$ cat config.mk
export PLATFORM = sky130hd
export DESIGN_NAME = mux_tree_pipe_flat
export DESIGN_NICKNAME = d
export VERILOG_FILES = /design/src/rtl/mux_tree_pipe_if.sv /design/src/rtl/mux_tree_pipe.sv /design/src/flat_wrapper.sv
export SDC_FILE = /design/constraint.sdc
export NUM_CORES = 1
export LEC_CHECK = 0
export BUFFER_PORTS_ARGS = -buffer_cell sky130_fd_sc_hd__buf_2
export CORE_UTILIZATION = 35
export DETAILED_ROUTE_END_ITERATION = 10
export GPL_ROUTABILITY_DRIVEN = 1
export PLACE_DENSITY = 0.7
export SLEW_MARGIN = 20
export SYNTH_ARGS = -nofsm -noshare
export SYNTH_HDL_FRONTEND = slang
export SYNTH_SLANG_ARGS = --single-unit
$ cat constraint.sdc
create_clock -name clk -period 4.8 [get_ports clk]
set_clock_uncertainty 0.2 [all_clocks]
set_input_delay 0 -clock clk [delete_from_list [all_inputs] [get_ports clk]]
set_output_delay 0 -clock clk [all_outputs]
set_load 0.05 [all_outputs]
$ cat src/rtl/mux_tree_pipe_if.sv
// rtl/mux_tree_pipe_if.sv - request/response bundle for the pipelined mux tree
// Signals (direction as seen from the slave, i.e. the mux tree):
//   din       in   NUM_IN*DWIDTH flattened channels, channel k = din[k*DWIDTH +: DWIDTH]
//   mode      in   0 = direct, 1 = scan
//   in_valid  in   direct request valid
//   in_ready  out  direct request accepted when in_valid & in_ready
//   sel       in   channel index of a direct request
//   start     in   scan start pulse
//   busy      out  scan in progress
//   done      out  one-cycle end-of-scan pulse
//   out_valid out  dout/out_ch valid
//   out_ready in   downstream accept
//   dout      out  selected channel data
//   out_ch    out  channel index of dout
interface mux_tree_pipe_if #(
    parameter int DWIDTH = 16,
    parameter int LEVELS = 2
);
    localparam int NUM_IN = 4 ** LEVELS;
    localparam int SEL_W  = 2 * LEVELS;

    logic [NUM_IN*DWIDTH-1:0] din;
    logic                     mode;
    logic                     in_valid;
    logic                     in_ready;
    logic [SEL_W-1:0]         sel;
    logic                     start;
    logic                     busy;
    logic                     done;
    logic                     out_valid;
    logic                     out_ready;
    logic [DWIDTH-1:0]        dout;
    logic [SEL_W-1:0]         out_ch;

    modport master (
        output din, mode, in_valid, sel, start, out_ready,
        input  in_ready, busy, done, out_valid, dout, out_ch
    );

    modport slave (
        input  din, mode, in_valid, sel, start, out_ready,
        output in_ready, busy, done, out_valid, dout, out_ch
    );
endinterface

$ cat src/rtl/mux_tree_pipe.sv
// rtl/mux_tree_pipe.sv - pipelined NUM_IN:1 selector built from registered 4:1 stages
// Ports:
//   clk    rising-edge clock
//   rst_n  synchronous reset, active low
//   bus    mux_tree_pipe_if.slave (din, mode, in_valid/in_ready, sel, start, busy, done,
//          out_valid/out_ready, dout, out_ch)
module mux_tree_pipe #(
    parameter int DWIDTH = 16,
    parameter int LEVELS = 2,
    parameter int NUM_IN = 4 ** LEVELS,
    parameter int SEL_W  = 2 * LEVELS
) (
    input  logic          clk,
    input  logic          rst_n,
    mux_tree_pipe_if.slave bus
);
    // Every stage register is sized for the widest (first) stage; later stages use
    // only their low NUM_IN/4**(s+1) words and keep the rest at zero.
    localparam int STG_W = (NUM_IN / 4) * DWIDTH;

    localparam logic [1:0] ST_IDLE  = 2'd0;
    localparam logic [1:0] ST_SCAN  = 2'd1;
    localparam logic [1:0] ST_DRAIN = 2'd2;

    localparam logic [SEL_W-1:0] LAST_CH = SEL_W'(NUM_IN - 1);

    logic [1:0]        r_state;
    logic [SEL_W-1:0]  r_count;
    logic              r_busy;
    logic              r_done;
    logic [LEVELS-1:0] r_vld;
    logic [SEL_W-1:0]  r_idx  [LEVELS];
    logic [STG_W-1:0]  r_data [LEVELS];

    logic [STG_W-1:0]  w_next [LEVELS];
    logic [LEVELS-1:0] w_en;
    logic              w_out_valid;
    logic              w_stall;
    logic              w_idle;
    logic              w_in_ready;
    logic              w_start_ok;
    logic              w_issue;
    logic              w_last_acc;
    logic [SEL_W-1:0]  w_issue_idx;
    logic              w_unused_bits;

    assign w_out_valid = r_vld[LEVELS-1];
    assign w_stall     = w_out_valid & ~bus.out_ready;
    assign w_idle      = (r_state == ST_IDLE);
    assign w_in_ready  = rst_n & w_idle & ~bus.mode & ~w_stall;
    // A start coinciding with the done pulse is dropped so a scan cannot chain blindly.
    assign w_start_ok  = w_idle & bus.start & bus.mode & ~w_stall & ~r_done;
    assign w_issue_idx = (r_state == ST_SCAN) ? r_count : bus.sel;
    assign w_issue     = (bus.in_valid & w_in_ready) | ((r_state == ST_SCAN) & ~w_stall);
    assign w_last_acc  = (r_state == ST_DRAIN) & w_out_valid & bus.out_ready
                         & (r_idx[LEVELS-1] == LAST_CH);

    // A stage may load when it is empty or the stage after it moves; this lets
    // bubbles collapse while a full output stage is held by backpressure.
    always_comb begin
        w_en = '0;
        w_en[LEVELS-1] = ~r_vld[LEVELS-1] | bus.out_ready;
        for (int s = LEVELS - 2; s >= 0; s--) begin
            w_en[s] = ~r_vld[s] | w_en[s+1];
        end
    end

    // Level s+1 muxes use index bits [2s+1:2s]; stage 0 picks straight from din.
    always_comb begin
        for (int s = 0; s < LEVELS; s++) begin
            w_next[s] = '0;
        end
        for (int k = 0; k < NUM_IN / 4; k++) begin
            w_next[0][k*DWIDTH +: DWIDTH] =
                bus.din[(4*k + int'(w_issue_idx[1:0]))*DWIDTH +: DWIDTH];
        end
        for (int s = 1; s < LEVELS; s++) begin
            for (int k = 0; k < NUM_IN / 4; k++) begin
                if (k < (NUM_IN >> (2*(s+1)))) begin
                    w_next[s][k*DWIDTH +: DWIDTH] =
                        r_data[s-1][(4*k + int'(r_idx[s-1][2*s +: 2]))*DWIDTH +: DWIDTH];
                end
            end
        end
    end

    always_ff @(posedge clk) begin
        if (!rst_n) begin
            r_state <= ST_IDLE;
            r_count <= '0;
            r_busy  <= 1'b0;
            r_done  <= 1'b0;
            r_vld   <= '0;
            for (int s = 0; s < LEVELS; s++) begin
                r_idx[s]  <= '0;
                r_data[s] <= '0;
            end
        end else begin
            if (w_en[0]) begin
                r_vld[0]  <= w_issue;
                r_idx[0]  <= w_issue_idx;
                r_data[0] <= w_next[0];
            end
            for (int s = 1; s < LEVELS; s++) begin
                if (w_en[s]) begin
                    r_vld[s]  <= r_vld[s-1];
                    r_idx[s]  <= r_idx[s-1];
                    r_data[s] <= w_next[s];
                end
            end

            r_done <= w_last_acc;

            case (r_state)
                ST_IDLE: begin
                    if (w_start_ok) begin
                        r_state <= ST_SCAN;
                        r_count <= '0;
                        r_busy  <= 1'b1;
                    end
                end
                ST_SCAN: begin
                    if (!w_stall) begin
                        r_count <= r_count + SEL_W'(1);
                        if (r_count == LAST_CH) begin
                            r_state <= ST_DRAIN;
                        end
                    end
                end
                ST_DRAIN: begin
                    if (w_last_acc) begin
                        r_state <= ST_IDLE;
                        r_busy  <= 1'b0;
                    end
                end
                default: r_state <= ST_IDLE;
            endcase
        end
    end

    assign w_unused_bits = ^r_data[LEVELS-1];

    assign bus.in_ready  = w_in_ready;
    assign bus.busy      = r_busy;
    assign bus.done      = r_done;
    assign bus.out_valid = w_out_valid;
    assign bus.dout      = r_data[LEVELS-1][DWIDTH-1:0];
    assign bus.out_ch    = r_idx[LEVELS-1];
endmodule

$ cat src/flat_wrapper.sv
// flat-port wrapper written by rule: the top's interface ports become plain ports
module mux_tree_pipe_flat 
#(
    parameter int DWIDTH = 16,
    parameter int LEVELS = 2,
    parameter int NUM_IN = 4 ** LEVELS,
    parameter int SEL_W  = 2 * LEVELS
)
  (clk, rst_n, bus_din, bus_mode, bus_in_valid, bus_sel, bus_start, bus_out_ready, bus_in_ready, bus_busy, bus_done, bus_out_valid, bus_dout, bus_out_ch);
  mux_tree_pipe_if #(.DWIDTH(DWIDTH), .LEVELS(LEVELS)) bus_i ();
  input  logic clk;
  input  logic rst_n;
  input wire logic [$bits(bus_i.din)-1:0] bus_din;
  input wire logic [$bits(bus_i.mode)-1:0] bus_mode;
  input wire logic [$bits(bus_i.in_valid)-1:0] bus_in_valid;
  input wire logic [$bits(bus_i.sel)-1:0] bus_sel;
  input wire logic [$bits(bus_i.start)-1:0] bus_start;
  input wire logic [$bits(bus_i.out_ready)-1:0] bus_out_ready;
  output wire logic [$bits(bus_i.in_ready)-1:0] bus_in_ready;
  output wire logic [$bits(bus_i.busy)-1:0] bus_busy;
  output wire logic [$bits(bus_i.done)-1:0] bus_done;
  output wire logic [$bits(bus_i.out_valid)-1:0] bus_out_valid;
  output wire logic [$bits(bus_i.dout)-1:0] bus_dout;
  output wire logic [$bits(bus_i.out_ch)-1:0] bus_out_ch;
  assign bus_i.din = bus_din;
  assign bus_i.mode = bus_mode;
  assign bus_i.in_valid = bus_in_valid;
  assign bus_i.sel = bus_sel;
  assign bus_i.start = bus_start;
  assign bus_i.out_ready = bus_out_ready;
  assign bus_in_ready = bus_i.in_ready;
  assign bus_busy = bus_i.busy;
  assign bus_done = bus_i.done;
  assign bus_out_valid = bus_i.out_valid;
  assign bus_dout = bus_i.dout;
  assign bus_out_ch = bus_i.out_ch;
  mux_tree_pipe #(.DWIDTH(DWIDTH), .LEVELS(LEVELS), .NUM_IN(NUM_IN), .SEL_W(SEL_W)) u_core (.clk(clk), .rst_n(rst_n), .bus(bus_i));
endmodule
==> results of run 1 <==
cell families after synthesis:
group | Yosys count | synth area share [%]
multiplexers | 147 | 29.0
flip-flops | 98 | 49.0
AO/OA/AOI/OAI | 81 | 8.71
AND/OR/NAND/NOR | 60 | 5.97
buffers and inverters | 58 | 7.07
adder cells (fa/ha/maj) | 1 | 0.216
stage by stage:
stage | instance area, µm² | hold slack, ns | worst slack [ns]
after detailed placement | 7190 | 0.144 | 1.74
after global placement | 7190 | 0.146 | 1.90
after floorplan | 5800 | -0.0170 | 1.16
synth_stat cells (2+ instances only):
library cell	count
a21boi_0	2
a21oi_1	5
and2_1	21
buf_2	9
buf_4	21
buf_6	12
clkbuf_1	12
dfxtp_1	10
edfxtp_1	88
mux2i_1	130
mux4_2	16
nand2_1	14
nand2b_1	2
nand3_1	4
nand4b_1	2
nor2_1	4
nor2b_1	4
nor3b_1	2
o21a_1	3
o21ai_0	5
o22ai_1	65
==> impl_metrics.ini, run 1 <==
[status]
outcome = stopped before the end
stop_stage = clock tree synthesis (4_1_cts)
firstError = [ERROR RSZ-0060] Max buffer count reached.

[clock_network]
postCtsSetupRepairBufs = 0
cts-buffers-inserted = 9
htreeDepth = 3
root_buffer = clkbuf_16
cts_hold_buffers = 184
clk_path_buf_depth = 2
cts-resized-gates = 0
cts_sinks = 98

[synth]
yosysTopAreaCell = edfxtp_1
synth_edf_count = 88
ys_top_cells_by_area = edfxtp_1 (46%), mux2i_1 (22%), o22ai_1 (7.0%), mux4_2 (6.2%), dfxtp_1 (3.5%)
ys_warn_count = 0
synth_top_area_share_pct = 45.5
syn_inst = 445
synth_nets = 712
synthFlopType = edfxtp_1
ys_ff_latch = 98
async_flop_share_pct = 0
syn_area_mm2 = 0.00580
syn_area_per_cell_um2 = 13.0
ys_seq_area_share_pct = 49.0
yosysUniqueCellTypes = 35

[place]
io_buffers = 289
gp_congestion = 0.786
place_inst = 898
place_hpwl_um = 12500

[floorplanning]
pin_count = 290
rows = 46
die_h_um = 131
die_w_um = 131
initial_core_util_pct = 36.1
==> inputs of run 2 (changes only) <==
CORE_UTILIZATION = 20   (was 35)
PLACE_DENSITY = not set   (was 0.7)
PLACE_DENSITY_LB_ADDON = 0.15   (was not set)
==> run 2 against run 1 <==
  * Synthesized cell count did not move
  * Area after synthesis did not move
  * The run now ends clean
==> impl_metrics.ini, run 2 <==
[global_routing]
grt_pass1_vias = 5213
grt_usage_pct = 13.4
gr-total-overflow = 0
grt_pass1_wl_um = 29200
grt_start_max_net_pins = 69
antenna_found_initial = 2

[sta]
slew_viol_final = 0
maxSlewHeadroom_pct = 36.0
finalHoldViolCount = 0
worst_slew_pin_slew_ns = 0.955
rsz0062_at_grt = false
period_share_pct = 77.4
setup_violations = 0
setup-tns-final_ns = 0
fmax_mhz = 269
period_minus_slack_ns = 3.71

[worst_hold_path]
hold_depth = 2
hold_start = u_core.bus.busy
holdPathEnd = u_core.bus.busy
holdCritPathClass = reg -> reg

[floorplanning]
dieArea_mm2 = 0.0297
pin_count = 290
rows = 61
core_mm2 = 0.0282
die_w_um = 172
die_h_um = 172
initial_core_util_pct = 20.6

[routing]
vias = 5321
vias_per_cell = 4.16
wl_per_cell_um = 16.1
drc = 0
first_iter_violations = 172
final_antenna_net_count = 0
routed_wl_um = 20600
first_pass_iters = 4

[synth]
ys_warn_count = 0
ys_top_cells_by_area = edfxtp_1 (46%), mux2i_1 (22%), o22ai_1 (7.0%), mux4_2 (6.2%), dfxtp_1 (3.5%)
synth_most_common_cell = mux2i_1
syn_inst = 445
yosysTopAreaCell = edfxtp_1
ys_ff_latch = 98
async_flop_share_pct = 0
synth_edf_count = 88
syn_area_mm2 = 0.00580
synth_top_area_share_pct = 45.5
syn_area_per_cell_um2 = 13.0
synth_nets = 712
yosysUniqueCellTypes = 35
synthTopCellsByCount = mux2i_1 (130), edfxtp_1 (88), o22ai_1 (65)
synthFlopType = edfxtp_1
ys_seq_area_share_pct = 49.0

[finish]
top_regs = u_core.r_data x80, u_core.r_idx x8, u_core.r_count x4
multi_input_area_mm2 = 0.00257
largest_reg_flops = 80
final_util_pct = 34.5
drive_gt1_share_pct = 37.1
final_common_cell = buf_2
final_cell_mix = buf_2 (289), dlygate4sd3_1 (200), mux2i_1 (130)
register_area_mm2 = 0.00284
fin_nets = 1162
stdcell_count = 1279
top_register = u_core.r_data
finalInstanceArea_mm2 = 0.00972
syn2layout_area_growth_pct = 67.5
n_fill_cell = 2886

[clock_network]
cts_sinks = 98
cts-buffers-inserted = 9
root_buffer = clkbuf_16
postCtsSetupRepairBufs = 0
cts_hold_buffers = 200
clk_path_buf_depth = 2
cts.reportedPaths.clkPinSlew_ns = 0.07
cts-resized-gates = 0
cts_tree = done
htreeDepth = 3
clkLatencyLatePin_ns = 0.36

[power_and_ir_drop]
p_leak_nw = 4.61
p_total_w = 0.00254
pwr_density_cell_mw_per_mm2 = 261
irDropWorstVdd_v = 0.000193

[worst_setup_path]
crit_arrival_ns = 3.61
slowest_delay_ns = 0.64
worstSetupPathType = reg -> reg
rr_worst_depth = 6
rr_startpoint = u_core.r_vld[1]
cp_slowest_cell = nor2b_1
end_kind = register
path_cells = nor2b_1 -> a21boi_2 -> nand2b_2 -> buf_4 -> o22ai_1 -> dlygate4sd3_1
critPathTopFamily = simple AND/OR/NAND/NOR gates
critPathRequiredTime_ns = 4.70
worstPathMaxFanout = 43
r2r-end = u_core.r_data[0][48]
start_kind = register
cp_num_buf_inv = 2
r2r_slack_ns = 1.09

[flow_run]
drv_cap = 0

[status]
outcome = completed

[place]
io_buffers = 289
placed_area_mm2 = 0.00738
gp_congestion = 0.702
place_inst = 1061
place_hpwl_um = 14700
==> run 2: cell counts after synthesis <==
No cell type changed its count.
==> run 2: kinds of logic after synthesis <==
logic type,count (synthesis),synth area share (%)
flops,98,49.0
mux,147,29.0
simple gates,60,5.97
fa+ha+maj,1,0.216
buf+inv,58,7.07
compound gates,81,8.71
==> run 2: per-layer routing <==
metal  up-vias  global-route usage (%)  routed length, µm
met1      2503                    17.7               9230
met2       172                    22.2              10000
met3        13                    1.92               1070
li1       2633                       -                  -
met5         -                       0                  0
met4         0                    4.39                260
==> run 2: worst max-delay path by stage <==
stage,startpoint,endpoint,depth (start not counted)
floorplan,u_core.r_vld[1],u_core.r_data[0][0],3
global placement,u_core.r_vld[1],u_core.r_data[0][42],5
detailed placement,u_core.r_vld[1],u_core.r_data[0][48],5
CTS,u_core.r_vld[1],u_core.r_data[0][48],6
global route,u_core.r_vld[1],u_core.r_data[0][48],6
finish,u_core.r_vld[1],u_core.r_data[0][48],6
==> run 2: cell type report <==
class	instances	area share, %
flip-flops and latches	98	29.3
multi-input cells	289	26.4
clock buffers	9	2.32
diodes	1	0.0258
inverters	1	0.0386
repair buffers	496	36.2
well taps	378	4.87
clock inverters	7	0.850
==> run 2: power breakdown <==
| part | switching [W] | internal, W |
|---|---|---|
| sequential | 0.0000506 | 0.00102 |
| combinational | 0.000293 | 0.000401 |
| clock | 0.000359 | 0.000414 |
| total | 0.000702 | 0.00183 |
==> run 2: worst min-delay path, delay by kind of cell, from the launching register on <==
kind	cells	cell delay [ns]
flops	1	0.31
compound gates	2	0.13
==> run 2: per-stage QoR <==
stage | hold slack [ns] | worst slack [ns]
after floorplan | -0.0170 | 1.16
after CTS | 0.291 | 1.02
final | 0.286 | 1.09
after detailed placement | 0.159 | 1.56
after global placement | 0.156 | 1.72
after global routing | 0.334 | 0.786
Power figures use the tool's default switching activity.
==> inputs of run 3 (changes only) <==
clock period = 3.85 ns   (was 4.8 ns; I/O delays follow)
==> run 3 against run 2 <==
  * Total power increased by 23%
  * Cell count is 0.39% higher
  * Cell area is 0.59% higher
  * First-iteration DRC count rose by 3.5%
  * Clock power increased by 16%
  * Count of clock-buffer cells in the layout rose by 4
  * Setup slack worse by 0.89 ns
  * Fmax grew 1.6%
  * Wire length is 1.7% lower
  * Critical path depth up 1
  * Critical path type unchanged
==> impl_metrics.ini, run 3 (synthesized netlist as in run 2, its figures left out) <==
[routing]
vias_per_cell = 4.12
wl_per_cell_um = 15.8
first_iter_violations = 178
routed_wl_um = 20200
drc = 0
final_antenna_net_count = 0
first_pass_iters = 4
vias = 5295

[clock_network]
cts_tree = done
cts.reportedPaths.clkPinSlew_ns = 0.06
cts-buffers-inserted = 9
htreeDepth = 3
clk_path_buf_depth = 2
cts_sinks = 98
root_buffer = clkbuf_16
clkLatencyLatePin_ns = 0.34
cts-resized-gates = 0
postCtsSetupRepairBufs = 0

[flow_run]
drv_cap = 0

[place]
gp_congestion = 0.711
io_buffers = 289
place_hpwl_um = 14700
placed_area_mm2 = 0.00747
dp_slack_ns = 0.778

[floorplanning]
dieArea_mm2 = 0.0297
pin_count = 290
initial_core_util_pct = 20.6
core_mm2 = 0.0282
die_w_um = 172
rows = 61
die_h_um = 172

[finish]
drive_gt1_share_pct = 37.1
final_common_cell = buf_2
fin_nets = 1167
finalInstanceArea_mm2 = 0.00977
final_cell_mix = buf_2 (289), dlygate4sd3_1 (200), mux2i_1 (130)
top_register = u_core.r_data
top_regs = u_core.r_data x80, u_core.r_idx x8, u_core.r_count x4
n_fill_cell = 2875
syn2layout_area_growth_pct = 68.5
largest_reg_flops = 80
final_util_pct = 34.7

[global_routing]
grtUsageMet1_pct = 17.1
antenna_found_initial = 1
grt_pass1_wl_um = 28500
grt_start_max_net_pins = 53
gr-total-overflow = 0
grt.busiest_layer = met2
grt_pass1_vias = 5127
grt_use_met3_pct = 1.97
grt_usage_pct = 13.1
met2_usage_pct = 22.0

[worst_setup_path]
r2r-end = u_core.r_data[0][13]
worstPathMaxFanout = 47
rr_startpoint = u_core.r_state[1]
r2r_slack_ns = 0.20
worstSetupPathType = reg -> reg
end_kind = register
start_kind = register
path_common_cell = dlygate4sd3_1
cp_slowest_cell = mux2i_4
crit_arrival_ns = 3.54
slowest_delay_ns = 0.63
critPathRequiredTime_ns = 3.74
rr_worst_depth = 7
path_cells = nand2b_4 -> mux2i_4 -> buf_12 -> mux2i_1 -> dlygate4sd3_1 -> o22ai_1 -> dlygate4sd3_1
cp-startpoint = u_core.r_state[1]

[sta]
setup-tns-final_ns = 0
period_share_pct = 94.9
worst_slew_pin_slew_ns = 0.899
maxSlewHeadroom_pct = 40.0
fmax_mhz = 274
setup_violations = 0
fin_ws_ns = 0.196
rsz0062_at_grt = false
period_minus_slack_ns = 3.65
slew_viol_final = 0
finalHoldViolCount = 0

[worst_hold_path]
hold_depth = 2
holdCritPathClass = reg -> reg
holdPathEnd = u_core.r_count[1]
hold_start = u_core.r_count[1]

[power_and_ir_drop]
p_leak_nw = 4.64
p_total_w = 0.00311
pwr_density_cell_mw_per_mm2 = 318
irDropWorstVdd_v = 0.000214

[status]
outcome = completed
==> run 3: per-stage QoR <==
step,instances,hold slack [ns]
after floorplan,445,-0.0170
after global placement,1067,0.155
after detailed placement,1067,0.152
after CTS,1283,0.297
after global routing,1283,0.337
final,1284,0.300
==> run 3: repair_timing <==
item,CTS,global route
endpoints found under the setup margin,0,0
hold endpoints to repair,76,0
hold buffers,200,0
==> run 3: worst max-delay path: cells and delay by family, from the launching register on <==
kind	cells	cell delay, ns
AO/OA/AOI/OAI	1	0.08
buffers and inverters	3	1.53
flip-flops	1	0.45
multiplexers	2	0.86
AND/OR/NAND/NOR	1	0.22
==> run 3: worst max-delay path by stage <==
stage | to | slack, ns | cells after the start
2_1_floorplan | u_core.r_data[0][0] | 0.21 | 3
3_3_place_gp | u_core.r_data[0][48] | 0.94 | 5
3_5_place_dp | u_core.r_data[0][52] | 0.78 | 5
4_1_cts | u_core.r_data[0][31] | 0.14 | 7
5_1_grt | u_core.r_data[0][31] | 0.02 | 7
6_report | u_core.r_data[0][13] | 0.20 | 7
==> run 3: area by class of cell <==
type	count	area (µm²)	share of cell area, %
Clock inverter	3	40.0	0.410
Sequential cell	98	2840	29.1
Antenna cell	1	2.50	0.0256
Timing Repair Buffer	501	3590	36.7
Tap cell	378	473	4.84
Inverter	1	3.75	0.0384
Clock buffer	13	250	2.56
Multi-Input combinational cell	289	2570	26.3
==> run 3: metal layers <==
metal  routed length [µm]  vias to the layer above
met5                    0                        -
met4                  288                        0
met3                 1140                       13
met2                 9890                      181
met1                 8910                     2459
li1                     -                     2642
==> run 3: power by group <==
part	total, W	switching (W)	internal, W
logic	0.000880	0.000369	0.000511
registers	0.00133	0.0000585	0.00127
clock network	0.000899	0.000379	0.000521
total	0.00311	0.000807	0.00230
